**config.mk**
```make
export PLATFORM = sky130hd
export DESIGN_NAME = periodic_force_ctrl
export DESIGN_NICKNAME = d
export VERILOG_FILES = /design/src/rtl/periodic_force_pkg.sv /design/src/rtl/period_counter.sv /design/src/rtl/periodic_force_ctrl.sv
export SDC_FILE = /design/constraint.sdc
export NUM_CORES = 1
export LEC_CHECK = 0
export CORE_MARGIN = 2
export CORE_UTILIZATION = 49
export DETAILED_ROUTE_END_ITERATION = 8
export HOLD_SLACK_MARGIN = 0.02
export PLACE_DENSITY_LB_ADDON = 0.12
export SYNTH_ARGS = -nofsm -noshare
export SYNTH_HDL_FRONTEND = slang
export SYNTH_SLANG_ARGS = --single-unit
```
**constraint.sdc**
```tcl
create_clock -name clk -period 3.45 [get_ports clk]
set_input_delay 0.345 -clock clk [delete_from_list [all_inputs] [get_ports clk]]
set_output_delay 0.345 -clock clk [all_outputs]
set_load 0.01 [all_outputs]
```
**src/rtl/periodic_force_pkg.sv**
```systemverilog
// Shared types and default constants for the periodic force controller.
package periodic_force_pkg;

  typedef enum logic {
    StNormal = 1'b0,
    StForced = 1'b1
  } state_e;

  localparam int unsigned DefaultPeriod   = 10;
  localparam logic [3:0]  DefaultForceVal = 4'h5;

endpackage

```
**src/rtl/period_counter.sv**
```systemverilog
// Free-running modulo-PERIOD counter with a terminal-count strobe and a registered tick pulse.
module period_counter
  import periodic_force_pkg::*;
#(
  parameter int unsigned PERIOD = DefaultPeriod
) (
  input  logic clk,
  input  logic rst_n,
  output logic tick_next,
  output logic tick
);

  localparam int unsigned CntW = $clog2(PERIOD);

  logic [CntW-1:0] cnt_q;

  assign tick_next = (cnt_q == CntW'(PERIOD - 1));

  always_ff @(posedge clk) begin
    if (!rst_n) begin
      cnt_q <= '0;
      tick  <= 1'b0;
    end else if (tick_next) begin
      cnt_q <= '0;
      tick  <= 1'b1;
    end else begin
      cnt_q <= cnt_q + CntW'(1);
      tick  <= 1'b0;
    end
  end

endmodule

```
**src/rtl/periodic_force_ctrl.sv**
```systemverilog
// Register with periodic force/release behaviour: a tick forces q to FORCE_VAL until released,
// and a release leaves the forced value in the register until the next load.
module periodic_force_ctrl
  import periodic_force_pkg::*;
#(
  parameter int unsigned      WIDTH     = 4,
  parameter int unsigned      PERIOD    = DefaultPeriod,
  parameter logic [WIDTH-1:0] FORCE_VAL = WIDTH'(DefaultForceVal),
  parameter int unsigned      CNT_W     = 8
) (
  input  logic             clk,
  input  logic             rst_n,
  input  logic             force_en,
  input  logic             load,
  input  logic [WIDTH-1:0] d_in,
  input  logic             release_req,
  output logic [WIDTH-1:0] q,
  output logic             forced,
  output logic             tick,
  output logic [CNT_W-1:0] force_cnt
);

  state_e           state_q;
  logic [WIDTH-1:0] data_q;
  logic [CNT_W-1:0] cnt_q;
  logic             tick_next;

  period_counter #(
    .PERIOD(PERIOD)
  ) u_period_counter (
    .clk      (clk),
    .rst_n    (rst_n),
    .tick_next(tick_next),
    .tick     (tick)
  );

  always_ff @(posedge clk) begin
    if (!rst_n) begin
      state_q <= StNormal;
      data_q  <= '0;
      cnt_q   <= '0;
    end else begin
      unique case (state_q)
        StNormal: begin
          if (load) data_q <= d_in;
          if (tick_next && force_en) begin
            state_q <= StForced;
            if (cnt_q != '1) cnt_q <= cnt_q + CNT_W'(1);
          end
        end
        StForced: begin
          // Release hands the forced value to the register; a coincident load overrides it.
          if (release_req) begin
            state_q <= StNormal;
            data_q  <= load ? d_in : FORCE_VAL;
          end
        end
        default: state_q <= StNormal;
      endcase
    end
  end

  assign forced    = (state_q == StForced);
  assign q         = forced ? FORCE_VAL : data_q;
  assign force_cnt = cnt_q;

endmodule

```
Word level (Yosys, flattened, before mapping)
Index checks and enable logic that the tools add are counted.
{"block": "word_totals", "ff_bits": 18, "latchBits": 0, "ram_bits": 0, "mem_bits_ro": 0, "out_inout_bits": 14, "memories": 0}
{"block": "classes", "n_addsub": 2, "n_mul": 0, "n_div": 0, "order_cmp": 0, "n_eq_ne": 4, "n_shift": 0, "muxes": 9, "bitwise": 2, "n_reduce_logical": 4}
{"cell": "4-bit two-way mux", "count": 4}
{"cell": "8-bit by 1-bit adder with 8-bit output, second input constant", "count": 1}
{"cell": "8-bit inequality test, second input constant", "count": 1}
{"cell": "4-bit one-hot mux with 2 select lines", "count": 1}
{"cell": "4-bit by 1-bit adder with 4-bit output, second input constant", "count": 1}
{"cell": "4-bit equality test, second input constant", "count": 1}
{"cell": "2-bit inequality test, second input constant", "count": 2}
{"cell": "1-bit two-way mux", "count": 3}
{"cell": "3-bit AND reduction", "count": 1}
{"cell": "1-bit NOT", "count": 2}
{"cell": "1-bit one-hot mux with 2 select lines", "count": 1}
{"cell": "2-bit AND reduction", "count": 1}
{"cell": "2-bit OR reduction", "count": 1}
{"cell": "1-bit logical AND", "count": 1}

Depth between registers and ports, before layout
Gate-level depths: netlist (run 1).
{"block": "logic_depth", "ltp_word": 4, "ltp_mapped": 6}

Cells and area by module
Synthesis (run 1) repeated with hierarchy kept, for this count alone.
{"block": "hier_totals", "cells_unflattened": 91, "hier_area_um2": 827.0}
{"mod": "periodic_force_ctrl", "n_inst": 1, "cells_each": 69, "area_each_um2": 611.8, "seq_area_each_um2": 260.2}
{"mod": "period_counter", "n_inst": 1, "cells_each": 22, "area_each_um2": 215.2, "seq_area_each_um2": 100.1}

Worst setup path before layout (run 1)
No wires, ideal clock.
{"block": "synth_path", "path_type": "flip-flop to flip-flop", "startpoint": "register u_period_counter.cnt_q[0]", "endpoint": "register cnt_q[4] (netlist: force_cnt[4])", "setup_time_ns": 0.070, "t_arrival_ns": 1.325, "required_time_ns": 3.380, "path_slack_ns": 2.055, "stages_incl_launch_ff": 6, "synth_period_minus_slack_ns": 1.395, "path_cell_list": "dfxtp_1 ha_1 and3b_2 o211ai_4 or3_1 a21oi_1"}
{"block": "synth_via", "elab_chain_cells": 3}
{"element": "start, declared", "line": "period_counter.sv:15", "rtl": "logic [CntW-1:0] cnt_q;"}
{"element": "start signal, assigned", "line": "period_counter.sv:27", "rtl": "cnt_q <= cnt_q + CntW'(1);"}
{"element": "4-bit equality test", "line": "period_counter.sv:17", "rtl": "assign tick_next = (cnt_q == CntW'(PERIOD - 1));"}
{"element": "1-bit logical AND", "line": "periodic_force_ctrl.sv:46", "rtl": "if (tick_next && force_en) begin"}
{"element": "3-bit AND reduction (no source line)"}
{"element": "end signal, assigned", "line": "periodic_force_ctrl.sv:48", "rtl": "if (cnt_q != '1) cnt_q <= cnt_q + CNT_W'(1);"}
{"element": "end, declared", "line": "periodic_force_ctrl.sv:25", "rtl": "logic [CNT_W-1:0] cnt_q;"}
No other way between the ends.
A chain may end at the register's enable or synchronous reset.

Worst setup path in the final report (run 1)
{"block": "layout_path", "startpoint": "register state_q (netlist: forced)", "endpoint": "output q[0]"}
{"block": "layout_via", "elab_chain_cells": 1}
{"element": "start, declared", "line": "periodic_force_ctrl.sv:23", "rtl": "state_e state_q;"}
{"element": "start signal, assigned", "line": "periodic_force_ctrl.sv:39", "rtl": "state_q <= StNormal;"}
{"element": "start signal, assigned", "line": "periodic_force_ctrl.sv:47", "rtl": "state_q <= StForced;"}
{"element": "start signal, assigned", "line": "periodic_force_ctrl.sv:54", "rtl": "state_q <= StNormal;"}
{"element": "4-bit two-way mux", "line": "periodic_force_ctrl.sv:64", "rtl": "assign q = forced ? FORCE_VAL : data_q;"}
{"element": "end, declared", "line": "periodic_force_ctrl.sv:17", "rtl": "output logic [WIDTH-1:0] q,"}
No other way between the ends.

==> metrics, run 1 <==
Slew HR between 70% and 80%; fin crit period about 1900 ps; H-tree depth 1; post-cts sizing count 0; post-synth top area cell dfxtp_1; Gate Count Post-Synth slightly above 90; Worst Tran Pin Value approximately 420 ps; Highest Signal Layer met4; wire length on met1 about 800 um; critical path type reg2out; share of cells above drive strength 1 about a tenth; synth unique cells 36; routability cong. between 0.7 and 0.8; # setup viols final 0; Final Cycle Share 54.2%; vias in the first global route between 600 and 700; Post-Layout Cell Count between 100 and 150; most common cell after layout, fill and taps aside clkdlybuf4s50_1; Cell Chain, Critical Path or2_1, clkdlybuf4s50_1; Top-Level Pins 23; FFs w/ async S/R, synth 0%; # Post-CTS Setup Buffers 0; clock-pin slew on the worst setup and hold paths approximately 100 ps; Post-synth EDFFs 0; # hold bufs at CTS 0; Core Area 1560 um^2; status complete, no violations; top-area cell type share of the netlist area ~43%; Final Max Tran Viols 0; number of buffers created by CTS 3; final core utilization 71.3%; total track usage about a fifth; DR WL/cell ~14 um; Pleak between 0.0004 and 0.0005 uW; first-pass GRT wire length 2.82 mm; first drt pass iteration count 4; YS warnings 0; Total Die Area just over 2000 um^2; setup TNS 0 ps; ys flop type dfxtp_1; Sink Count 18; unrepaired setup endpoints after global routing false; synth top area cells dfxtp_1 43%, nor2_1 5.8%, ha_1 4.5%; Seq/Total Area, Yosys between 40% and 50%; met3 wire length approximately 150 um; vias post-DR 758; Max-cap violations 0; crit end category output port; crit path max fanout 10; Layout area overhead 32.5%; PwrDens 347 nW/um^2; worst skew pair latency between 200 and 300 ps; syn_nets between 100 and 150; met2 WL 831 um; routed wire length 1.80 mm; CP max stage delay about 540 ps; Die X ~45 um; maximum VDD drop between 300 and 400 uV; synthesized area roughly 840 um^2; GRT overflow 0; placed cell count approximately 130; DRC violations left 0; Vias/cell approximately 5.7; initial core utilization roughly 54%; PnR Total Power roughly 390 uW; fin nets 130; Final Hold Vio Count 0; Bufs on Longest Clock Path 2; initial antenna violation count 0; CP required approximately 3100 ps; dpl hpwl about 1.3 mm; Antenna diodes 0; drt initial violations 21; Chip Height approximately 45 um; CP startpoint kind flop; Fill cells around 120; most frequent cells in the layout 22 x clkdlybuf4s50_1, 18 x dfxtp_1, 13 x nor2_1; CTS tree yes; Final ANT Viol Nets 0; pre-CTS setup slack 1710 ps; row cnt 14; Root Buffer clkbuf_4; PortBufs 22; clk_skew 1.77 ps; Fmax ~0.54 GHz; syn avg cell area 9.13 um^2; largest net degree at the start of global routing 14; Buf+Inv Stages, Crit Path 1; Crit path arrival time between 1500 and 2000 ps; Crit-path slowest cell dfxtp_1; worst hold path class reg2reg; Worst path top cell family by delay flip-flops; Final WS setup 1580 ps; synthesis-stage register bit count 18
[final timing paths]
check | from | to | slack, ps | depth (start not counted)
hold / removal | u_period_counter.cnt_q[0] | u_period_counter.cnt_q[0] | 480 | 1
setup / recovery | forced | q[0] | 1580 | 2
setup reg to reg | u_period_counter.cnt_q[0] | force_cnt[6] | 1790 | 5
hold reg to reg | u_period_counter.cnt_q[0] | u_period_counter.cnt_q[0] | 480 | 1
[sequential cells by signal, indices dropped and copies added (netlist names)]
name / count
u_period_counter.cnt_q: 4
force_cnt: 8
forced: 1
u_period_counter.tick: 1
data_q: 4
[cells by family after synthesis]
| group | after synthesis | share of synthesized area (%) |
|---|---|---|
| AOI/OAI and AO/OA | 17 | 15.2 |
| xor gates and xnor gates | 3 | 3.13 |
| adders and majority gates | 3 | 4.47 |
| buffers and inverters | 3 | 1.34 |
| DFF | 18 | 42.9 |
| muxes | 2 | 2.53 |
| and+or+nand+nor | 46 | 30.4 |
[synthesized netlist by cell type, types with 2 or more instances]
| master | count |
|---|---|
| a21oi_1 | 3 |
| a32oi_1 | 2 |
| dfxtp_1 | 18 |
| ha_1 | 3 |
| inv_1 | 2 |
| nand2_1 | 10 |
| nand2b_1 | 2 |
| nand3_1 | 5 |
| nor2_1 | 13 |
| nor2b_1 | 2 |
| o21ai_0 | 3 |
| o22ai_1 | 2 |
| or2_1 | 3 |
| xor2_1 | 2 |
[per-stage QoR]
step                hold slack [ps]  cell area [um^2]
floorplan                       433               840
global placement                447              1080
detailed placement              459              1080
CTS                             484              1110
global route                    515              1110
finish                          477              1110
[final cells by class]
type / instances / area, um^2 / area share, %
Clock buffer: 4 / 36.3 / 3.26
Timing Repair Buffer: 22 / 220 / 19.8
Multi-Input combinational cell: 71 / 468 / 42.1
Inverter: 2 / 7.51 / 0.675
Sequential cell: 18 / 360 / 32.4
Tap cell: 16 / 20.0 / 1.80
[routing by layer]
| layer | vias to the layer above | global-route usage, % |
|---|---|---|
| met3 | 4 | 3.17 |
| met2 | 27 | 30.4 |
| met4 | 0 | 7.06 |
| li1 | 380 | - |
| met1 | 347 | 24.8 |
| met5 | - | 0 |
[report_power, final]
group	internal, uW	total [uW]	switching [uW]
Clock	64.2	129	64.5
Sequential	214	218	4.12
Combinational	22.8	39.4	16.6
Total	301	386	85.2
Note: power is estimated with default switching activity, not from simulation.
==> inputs of run 2 (changes only) <==
--- a/config.mk
+++ b/config.mk
@@ -6,7 +6,7 @@
 export NUM_CORES = 1
 export LEC_CHECK = 0
 export CORE_MARGIN = 2
-export CORE_UTILIZATION = 49
+export CORE_UTILIZATION = 46
 export DETAILED_ROUTE_END_ITERATION = 8
 export HOLD_SLACK_MARGIN = 0.02
 export PLACE_DENSITY_LB_ADDON = 0.12
==> constraint.sdc (replaced) <==
create_clock -name clk -period 1.9 [get_ports clk]
set_input_delay 0.19 -clock clk [delete_from_list [all_inputs] [get_ports clk]]
set_output_delay 0.19 -clock clk [all_outputs]
set_load 0.01 [all_outputs]
==> run 2 against run 1 <==
Against the previous run: cell area is 0.23% lower; sequential power is 81% higher; via count is 1.2% lower; total power is 69% higher; critical path depth stayed put; first-iteration DRC count is 38% lower; combinational power is 80% higher; register-to-register slack worse by 1500 ps; non-clock buffer count stayed put; largest cell class unchanged.
==> metrics, run 2 (synthesized netlist as in run 1, its figures left out) <==
status complete, no violations; Slew HR between 70 and 80%; vias in the first global route 629; Crit-path slowest cell dfxtp_1; Pleak a little over 0.0004 uW; post-cts sizing count 0; Hold Path End u_period_counter.cnt_q[0]; number of buffers created by CTS 3; DRC violations left 0; Final ANT Viol Nets 0; largest net degree at the start of global routing 14; Vias/cell between 5 and 6; maximum VDD drop about 400 uV; Final Hold Vio Count 0; DR WL/cell approximately 12 um; Layout area overhead 32.2%; Worst R2R Setup Slack ~270 ps; H-tree depth 1; PwrDens between 500 and 600 nW/um^2; Worst Tran Pin Value between 400 and 500 ps; dpl hpwl between 1 and 1.5 mm; Chip Height 46.7 um; PortBufs 22; CTS tree yes; total track usage between 10% and 20%; clock-pin slew on the worst setup and hold paths 100 ps; Root Buffer clkbuf_4; Worst path top cell family by delay flip-flops; crit path max fanout 10; first-pass GRT wire length 2.60 mm; max reg flops 8; Buf+Inv Stages, Crit Path 1; Crit path arrival time around 1500 ps; most common cell after layout, fill and taps aside clkdlybuf4s50_1; routability cong. 0.824; Fmax between 0.5 and 0.6 GHz; CP max stage delay about 530 ps; critical path type reg2out; Sink Count 18; setup TNS 0 ps; # setup viols final 0; worst skew pair latency 290 ps; Final Cycle Share between 80% and 90%; fin crit period roughly 1700 ps; # hold bufs at CTS 0; # Post-CTS Setup Buffers 0; reg2reg end force_cnt[6]; Core Area about 1700 um^2; worst r2r src u_period_counter.cnt_q[0]; share of cells above drive strength 1 ~8.6%; Bufs on Longest Clock Path 2; crit end category output port; drt initial violations 13; Final Max Tran Viols 0; Hold WS 475 ps; WP depth 2; CP required 1710 ps; vias post-DR about 750; clk_skew 4.32 ps; CP startpoint kind flop; initial core utilization 48.6%; first drt pass iteration count 4; Worst Hold Launch u_period_counter.cnt_q[0]; WHS Path Cells 1; Top-Level Pins 23; worst hold path class reg2reg; Reg2Reg Depth 5; most frequent cells in the layout 22 x clkdlybuf4s50_1, 18 x dfxtp_1, 13 x nor2_1; row cnt 15; fin nets 130; Cell Chain, Critical Path or2_1, clkdlybuf4s50_1; Fill cells 165; initial antenna violation count 0; Antenna diodes 0; GRT overflow 0; Total Die Area approximately 2200 um^2; Max-cap violations 0; Die X between 40 and 50 um; routed wire length approximately 1.7 mm; unrepaired setup endpoints after global routing false
==> run 2: cell count changes in the layout (fill, tap and decap cells not counted) <==
cell	delta
clkbuf_8	-1
==> run 2: power breakdown <==
group	total [uW]	switching, uW	internal (uW)
sequential	395	7.31	388
combinational	70.9	29.5	41.4
clock	186	112	73.8
total	652	149	503
==> run 2: cell type report <==
| class | instances | area [um^2] | area share, % |
|---|---|---|---|
| clock buffer | 3 | 22.5 | 2.03 |
| inverter | 2 | 7.51 | 0.676 |
| multi-input combinational | 71 | 468 | 42.2 |
| sequential | 18 | 360 | 32.5 |
| tap | 25 | 31.3 | 2.82 |
| timing repair buffer | 22 | 220 | 19.8 |
==> run 2: stage by stage <==
| step | worst slack [ps] | instance area (um^2) | total power [uW] | utilization [%] | cells |
|---|---|---|---|---|---|
| 2_1_floorplan | 505 | 840 | 439 | - | 92 |
| 3_3_place_gp | 333 | 1090 | 474 | 63.0 | 138 |
| 3_5_place_dp | 325 | 1090 | 476 | 63.0 | 138 |
| 4_1_cts | 184 | 1110 | 660 | 64.3 | 141 |
| 5_1_grt | 105 | 1110 | 682 | 64.3 | 141 |
| 6_report | 209 | 1110 | 652 | 64.3 | 141 |
==> run 2: worst max-delay path by stage <==
stage                              startpoint           end  slack (ps)
global route                           forced          q[0]         110
CTS                                    forced          q[2]         180
finish                                 forced          q[2]         210
floorplan           u_period_counter.cnt_q[0]  force_cnt[4]         510
detailed placement  u_period_counter.cnt_q[0]  force_cnt[6]         330
global placement                     force_en  force_cnt[4]         330
==> run 2: layer usage <==
metal | GRT usage (%) | wire length [um] | up-vias
li1 | - | - | 373
met3 | 4.71 | 87 | 2
met2 | 28.3 | 756 | 22
met5 | 0 | 0 | -
met4 | 8.33 | 18 | 0
met1 | 20.7 | 811 | 352
==> inputs of run 3 (changes only) <==
--- a/config.mk
+++ b/config.mk
@@ -10,6 +10,7 @@
 export DETAILED_ROUTE_END_ITERATION = 8
 export HOLD_SLACK_MARGIN = 0.02
 export PLACE_DENSITY_LB_ADDON = 0.12
+export SLEW_MARGIN = 10
 export SYNTH_ARGS = -nofsm -noshare
 export SYNTH_HDL_FRONTEND = slang
 export SYNTH_SLANG_ARGS = --single-unit
==> results of run 3 <==
Final layout, timing and power as in run 2 (identical DEF).
